===== src/rtl/uart_rx_ext.sv =====
// UART receiver: 16x oversampled deframer (5-9 data bits, optional parity,
// 1/2 stop bits) feeding a show-ahead receive FIFO with sticky error flags.
module uart_rx_ext #(
  parameter int DBIT       = 8,
  parameter int DVSR       = 326,
  parameter int SB_TICK    = 16,
  parameter int PARITY_EN  = 0,
  parameter int PARITY_ODD = 0,
  parameter int FIFO_AW    = 4
) (
  input  logic               iClk,
  input  logic               iRst,
  input  logic               rx,
  input  logic               rd_uart,
  input  logic               clr_err,
  output logic [DBIT-1:0]    oData,
  output logic               rx_empty,
  output logic               rx_full,
  output logic [FIFO_AW:0]   oCount,
  output logic               frame_err,
  output logic               parity_err,
  output logic               overrun_err
);

  localparam int TW    = $clog2(DVSR);
  localparam int DEPTH = 1 << FIFO_AW;
  localparam logic [TW-1:0]    TMAX  = TW'(DVSR - 1);
  localparam logic [4:0]       SLAST = 5'(SB_TICK - 1);
  localparam logic [3:0]       NMAX  = 4'(DBIT - 1);
  localparam logic [FIFO_AW:0] FULLC = (FIFO_AW + 1)'(DEPTH);
  localparam logic             PODD  = (PARITY_ODD != 0);

  typedef enum logic [2:0] {IDLE, START, DATA, PAR, STOP} state_t;

  state_t              state_q, state_d;
  logic [TW-1:0]       tcnt_q, tcnt_d;
  logic                sync1_q, sync1_d, rxs_q, rxs_d;
  logic [4:0]          s_q, s_d;
  logic [3:0]          n_q, n_d;
  logic [DBIT-1:0]     b_q, b_d;
  logic                perr_q, perr_d;
  logic [FIFO_AW-1:0]  rptr_q, rptr_d, wptr_q, wptr_d;
  logic [FIFO_AW:0]    cnt_q, cnt_d;
  logic                fe_q, fe_d, pe_q, pe_d, oe_q, oe_d;
  logic [DBIT-1:0]     mem_q [DEPTH];
  logic                tick, done, empty, full, pop, push, ovr;

  always_comb begin
    tick    = (tcnt_q == TMAX);
    tcnt_d  = tick ? '0 : tcnt_q + 1'b1;
    sync1_d = rx;
    rxs_d   = sync1_q;
    state_d = state_q;
    s_d     = s_q;
    n_d     = n_q;
    b_d     = b_q;
    perr_d  = perr_q;
    done    = 1'b0;
    case (state_q)
      IDLE: if (!rxs_q) begin
        state_d = START;
        s_d     = '0;
      end
      START: if (tick) begin
        // Mid start bit: a line already back high was only a glitch.
        if (s_q == 5'd7) begin
          if (!rxs_q) begin
            state_d = DATA;
            s_d     = '0;
            n_d     = '0;
            perr_d  = 1'b0;
          end else begin
            state_d = IDLE;
          end
        end else begin
          s_d = s_q + 1'b1;
        end
      end
      DATA: if (tick) begin
        if (s_q == 5'd15) begin
          s_d = '0;
          b_d = {rxs_q, b_q[DBIT-1:1]};
          if (n_q == NMAX) state_d = (PARITY_EN != 0) ? PAR : STOP;
          else             n_d = n_q + 1'b1;
        end else begin
          s_d = s_q + 1'b1;
        end
      end
      PAR: if (tick) begin
        if (s_q == 5'd15) begin
          perr_d  = ((^b_q) ^ rxs_q) != PODD;
          s_d     = '0;
          state_d = STOP;
        end else begin
          s_d = s_q + 1'b1;
        end
      end
      STOP: if (tick) begin
        if (s_q == SLAST) begin
          done    = 1'b1;
          state_d = IDLE;
        end else begin
          s_d = s_q + 1'b1;
        end
      end
      default: state_d = IDLE;
    endcase
  end

  // rx_empty=0 means oData is valid; rd_uart pops the head only while valid.
  always_comb begin
    empty  = (cnt_q == '0);
    full   = (cnt_q == FULLC);
    pop    = rd_uart && !empty;
    push   = done && (!full || pop);
    ovr    = done && full && !pop;
    rptr_d = pop  ? rptr_q + 1'b1 : rptr_q;
    wptr_d = push ? wptr_q + 1'b1 : wptr_q;
    cnt_d  = cnt_q;
    if (push && !pop)      cnt_d = cnt_q + 1'b1;
    else if (pop && !push) cnt_d = cnt_q - 1'b1;
    fe_d = (fe_q & ~clr_err) | (done & ~rxs_q);
    pe_d = (pe_q & ~clr_err) | (done & perr_q);
    oe_d = (oe_q & ~clr_err) | ovr;
  end

  always_ff @(posedge iClk) begin
    if (iRst) begin
      state_q <= IDLE;
      tcnt_q  <= '0;
      sync1_q <= 1'b1;
      rxs_q   <= 1'b1;
      s_q     <= '0;
      n_q     <= '0;
      b_q     <= '0;
      perr_q  <= 1'b0;
      rptr_q  <= '0;
      wptr_q  <= '0;
      cnt_q   <= '0;
      fe_q    <= 1'b0;
      pe_q    <= 1'b0;
      oe_q    <= 1'b0;
    end else begin
      state_q <= state_d;
      tcnt_q  <= tcnt_d;
      sync1_q <= sync1_d;
      rxs_q   <= rxs_d;
      s_q     <= s_d;
      n_q     <= n_d;
      b_q     <= b_d;
      perr_q  <= perr_d;
      rptr_q  <= rptr_d;
      wptr_q  <= wptr_d;
      cnt_q   <= cnt_d;
      fe_q    <= fe_d;
      pe_q    <= pe_d;
      oe_q    <= oe_d;
    end
  end

  always_ff @(posedge iClk) begin
    if (push) mem_q[wptr_q] <= b_q;
  end

  assign oData       = empty ? '0 : mem_q[rptr_q];
  assign rx_empty    = empty;
  assign rx_full     = full;
  assign oCount      = cnt_q;
  assign frame_err   = fe_q;
  assign parity_err  = pe_q;
  assign overrun_err = oe_q;

endmodule


===== config.mk =====
export PLATFORM = sky130hd
export DESIGN_NAME = uart_rx_ext
export DESIGN_NICKNAME = d
export VERILOG_FILES = /design/src/rtl/uart_rx_ext.sv
export SDC_FILE = /design/constraint.sdc
export NUM_CORES = 1
export LEC_CHECK = 0
export BUFFER_PORTS_ARGS = -buffer_cell sky130_fd_sc_hd__buf_4
export CORE_MARGIN = 1
export CORE_UTILIZATION = 45
export CTS_BUF_LIST = sky130_fd_sc_hd__clkbuf_16
export CTS_CLUSTER_SIZE = 20
export DETAILED_ROUTE_END_ITERATION = 6
export GPL_TIMING_DRIVEN = 0
export HOLD_SLACK_MARGIN = 0.08
export PLACE_DENSITY = 0.59
export SYNTH_ARGS = -nofsm -noshare
export SYNTH_HDL_FRONTEND = slang
export SYNTH_SLANG_ARGS = --single-unit
export TNS_END_PERCENT = 1

===== constraint.sdc =====
create_clock -name iClk -period 5.1 [get_ports iClk]
set_input_delay 1.02 -clock iClk [delete_from_list [all_inputs] [get_ports iClk]]
set_output_delay 1.02 -clock iClk [all_outputs]
set_load 0.02 [all_outputs]

==> impl_results.md <==
- Status: completed
- Row Count: 47
- Final layout net count: 568
- Largest family of logic cells by synthesized area: multiplexers
- WP data arrival: 4.60 ns
- DRC violations left: 0
- Synth area leaders: edfxtp_1 (51%), dfxtp_1 (14%), mux4_2 (12%)
- Number of synthesis warnings: 0
- Wire length on met1: 6830 µm
- Share of the yosys chip area belonging to registers: 64.6%
- Async SR Flop Fraction: 0%
- Final period util: 84.1%
- Top cells by count, synth: edfxtp_1 (128), nor2_1 (59), dfxtp_1 (52)
- EDFF count, synth: 128
- Post-CTS Hold Buffers: 0
- Routability cong.: 0.785
- Req. time, crit path: 5.41 ns
- PortBufs: 21
- R2r setup slk: 0.81 ns
- Achievable Freq: 0.233 GHz
- Initial antenna violation count: 0
- Met3 routed WL: 584 µm
- DR top layer: met4
- Initial Util: 45.9%
- Final setup vio count: 0
- Number of global-route vias before repair: 4,356
- Mapped Area: 0.00756 mm²
- Hold Crit Depth: 1
- Die ar.: 0.0173 mm²
- Crit path from: s_q[0]
- R2r endpoint: oCount[4]
- GRT overflow: 0
- Vias/cell: 5.46
- Post-synth net total: 528
- Count of different cell masters after synthesis: 55
- Crit path to: oCount[4]
- Hpwl dp: 9930 µm
- Max-slew headroom: 11.8%
- Crit path max fanout: 10
- Mux contribution to synthesized area: 13.5%
- Syn_area_per_cell: 14.9 µm²
- Synth top area share: 50.9%
- LEAKAGE: 2.87 nW
- Routed wire length: 15,000 µm
- Clock Path Buffers: 2
- Synth Area in Compound Gates: 3.87%
- DRT antenna net count: 0
- First-pass GRT wire length: 24,200 µm
- Drt pass-1 iters: 5
- Layout cells sized above 1: 18.2%
- Metal2 WL: 7370 µm
- Cell with the most instances after synthesis: edfxtp_1
- Clock buffer count from CTS: 17
- Hold WS: 0.416 ns
- Clk sinks: 180
- Reg2Reg Launch Point: s_q[0]
- Maximum VDD drop: 0.249 mV
- DR vias: 4,254
- Area Overhead vs Synth: 13.4%
- Hold/Removal Path Class: flop to flop
- Post-Route Setup TNS: 0 ns
- XOR/XNOR share of the synthesized area: 2.67%
- Worst Max-Slew Pin Slew: 1.31 ns
- GRT Total Usage: 18.8%
- Clock skew: 0.00741 ns
- CTS clock-pin slew for the worst setup and hold paths: 0.06 ns
- Chip Width: 132 µm
- Htree depth: 4
- Setup crit end kind: flop
- Ant diodes: 0
- Power density over the cells: 412 mW/mm²
- Startpoint types: flop
- Post-Syn Instances: 506
- DR WL/cell: 19.3 µm
- Largest net degree at the start of global routing: 20
- WS Path Type: flop to flop
- Synth Area in Adders: 2.91%
- Num ports: 23
- Post-CTS sizing: 0
- Max-slew violations: 0
- RSZ-0062 raised after global routing: false
- CTS tree: done
- Total core area: 0.0165 mm²
- Total power: 0.00353 W
- Starting DRT DRC Count: 266
- Worst skew pair latency: 0.43 ns
- Simple-gate share of the synthesized area: 10.3%
- Die height: 132 µm
- Main synth FF type: edfxtp_1
- #FFs+latches synth: 180
- FF-to-FF path depth: 16
- CTS root buffer: clkbuf_16
- Cell taking the most area after synthesis: edfxtp_1
- Final hold viol count: 0
- Max Cap Viol: 0
- Tmin final: 4.29 ns
- Post-CTS setup repair buffer count: 0
power by group:
| group | internal, W | switching [W] | leakage, nW |
|---|---|---|---|
| clock | 0.000757 | 0.000523 | 0.298 |
| combinational | 0.000302 | 0.000349 | 0.967 |
| sequential | 0.00157 | 0.0000281 | 1.61 |
| total | 0.00263 | 0.000900 | 2.87 |
critical path, cell delays in order, from the launching register on:
cell,delay (ns)
dfxtp_1,0.37
ha_1,0.24
and3_1,0.20
ha_1,0.17
clkbuf_1,0.38
inv_1,0.16
nor4_4,0.51
and2_1,0.19
buf_2,0.17
ha_1,0.25
inv_1,0.12
ha_1,0.30
nor2b_1,0.13
o21a_1,0.17
or3_1,0.31
a21oi_1,0.18
mux2_2,0.34
cells in the final DEF (no fill, tap or decap), types with 5 or more instances in the layout:
cell type,synthesis,layout
a21oi_1,16,16
xnor2_1,13,13
inv_1,15,20
or4_1,5,5
nand3_1,14,14
nand2_1,16,16
nor2_1,59,59
or3_1,7,7
edfxtp_1,128,128
buf_2,6,6
nor2b_1,10,10
mux2i_1,11,11
xor2_1,10,10
dfxtp_1,52,52
clkbuf_16,0,17
buf_4,0,21
clkbuf_1,17,17
nand2b_1,5,5
o21ai_0,9,9
ha_1,16,16
nor3_1,7,7
mux4_2,40,40
metrics by stage:
step / setup WS, ns / std cells / utilization [%] / cell area, µm²
final: 0.811 / 779 / 52.0 / 8570
after global routing: 0.528 / 779 / 52.0 / 8570
after CTS: 0.819 / 779 / 52.0 / 8570
after detailed placement: 0.845 / 747 / 48.5 / 7990
after global placement: 0.936 / 747 / 48.5 / 7990
after floorplan: 1.43 / 506 / - / 7560
state kept, by name, indices dropped and copies added (netlist names), 3 cells and up, named ones only:
name / count
b_q: 8
mem_q: 128
n_q: 4
oCount: 5
rptr_q: 4
s_q: 5
state_q: 3
tcnt_q: 9
wptr_q: 4
metal layers:
layer,track usage (%),vias to the layer above
met3,3.59,16
met2,30.2,104
met4,7.30,0
met5,0,-
met1,25.4,2142
li1,-,1992
logic make-up (layout without fill, tap and decap cells):
group | count (synthesis) | count (layout)
flops | 180 | 180
fa+ha+maj | 17 | 17
mux | 52 | 52
compound gates | 47 | 47
buf+inv | 39 | 92
xor+xnor | 23 | 23
simple gates | 148 | 148
area by class of cell:
class	instances	area, µm²
multi-input cells	287	2520
well taps	220	275
clock inverters	15	151
inverters	15	56.3
plain buffers	24	97.6
flip-flops and latches	180	4880
clock buffers	17	425
repair buffers	21	158
fillers	1378	7900
how the worst min path moves through the flow:
| stage | start | end | slack (ns) |
|---|---|---|---|
| finish | rxs_d | rxs_q | 0.42 |
| CTS | rxs_d | rxs_q | 0.42 |
| global placement | rxs_d | rxs_q | 0.40 |
| global route | rxs_d | rxs_q | 0.45 |
| detailed placement | rxs_d | rxs_q | 0.40 |
| floorplan | rxs_d | rxs_q | 0.39 |
(Power assumes the default switching activity.)
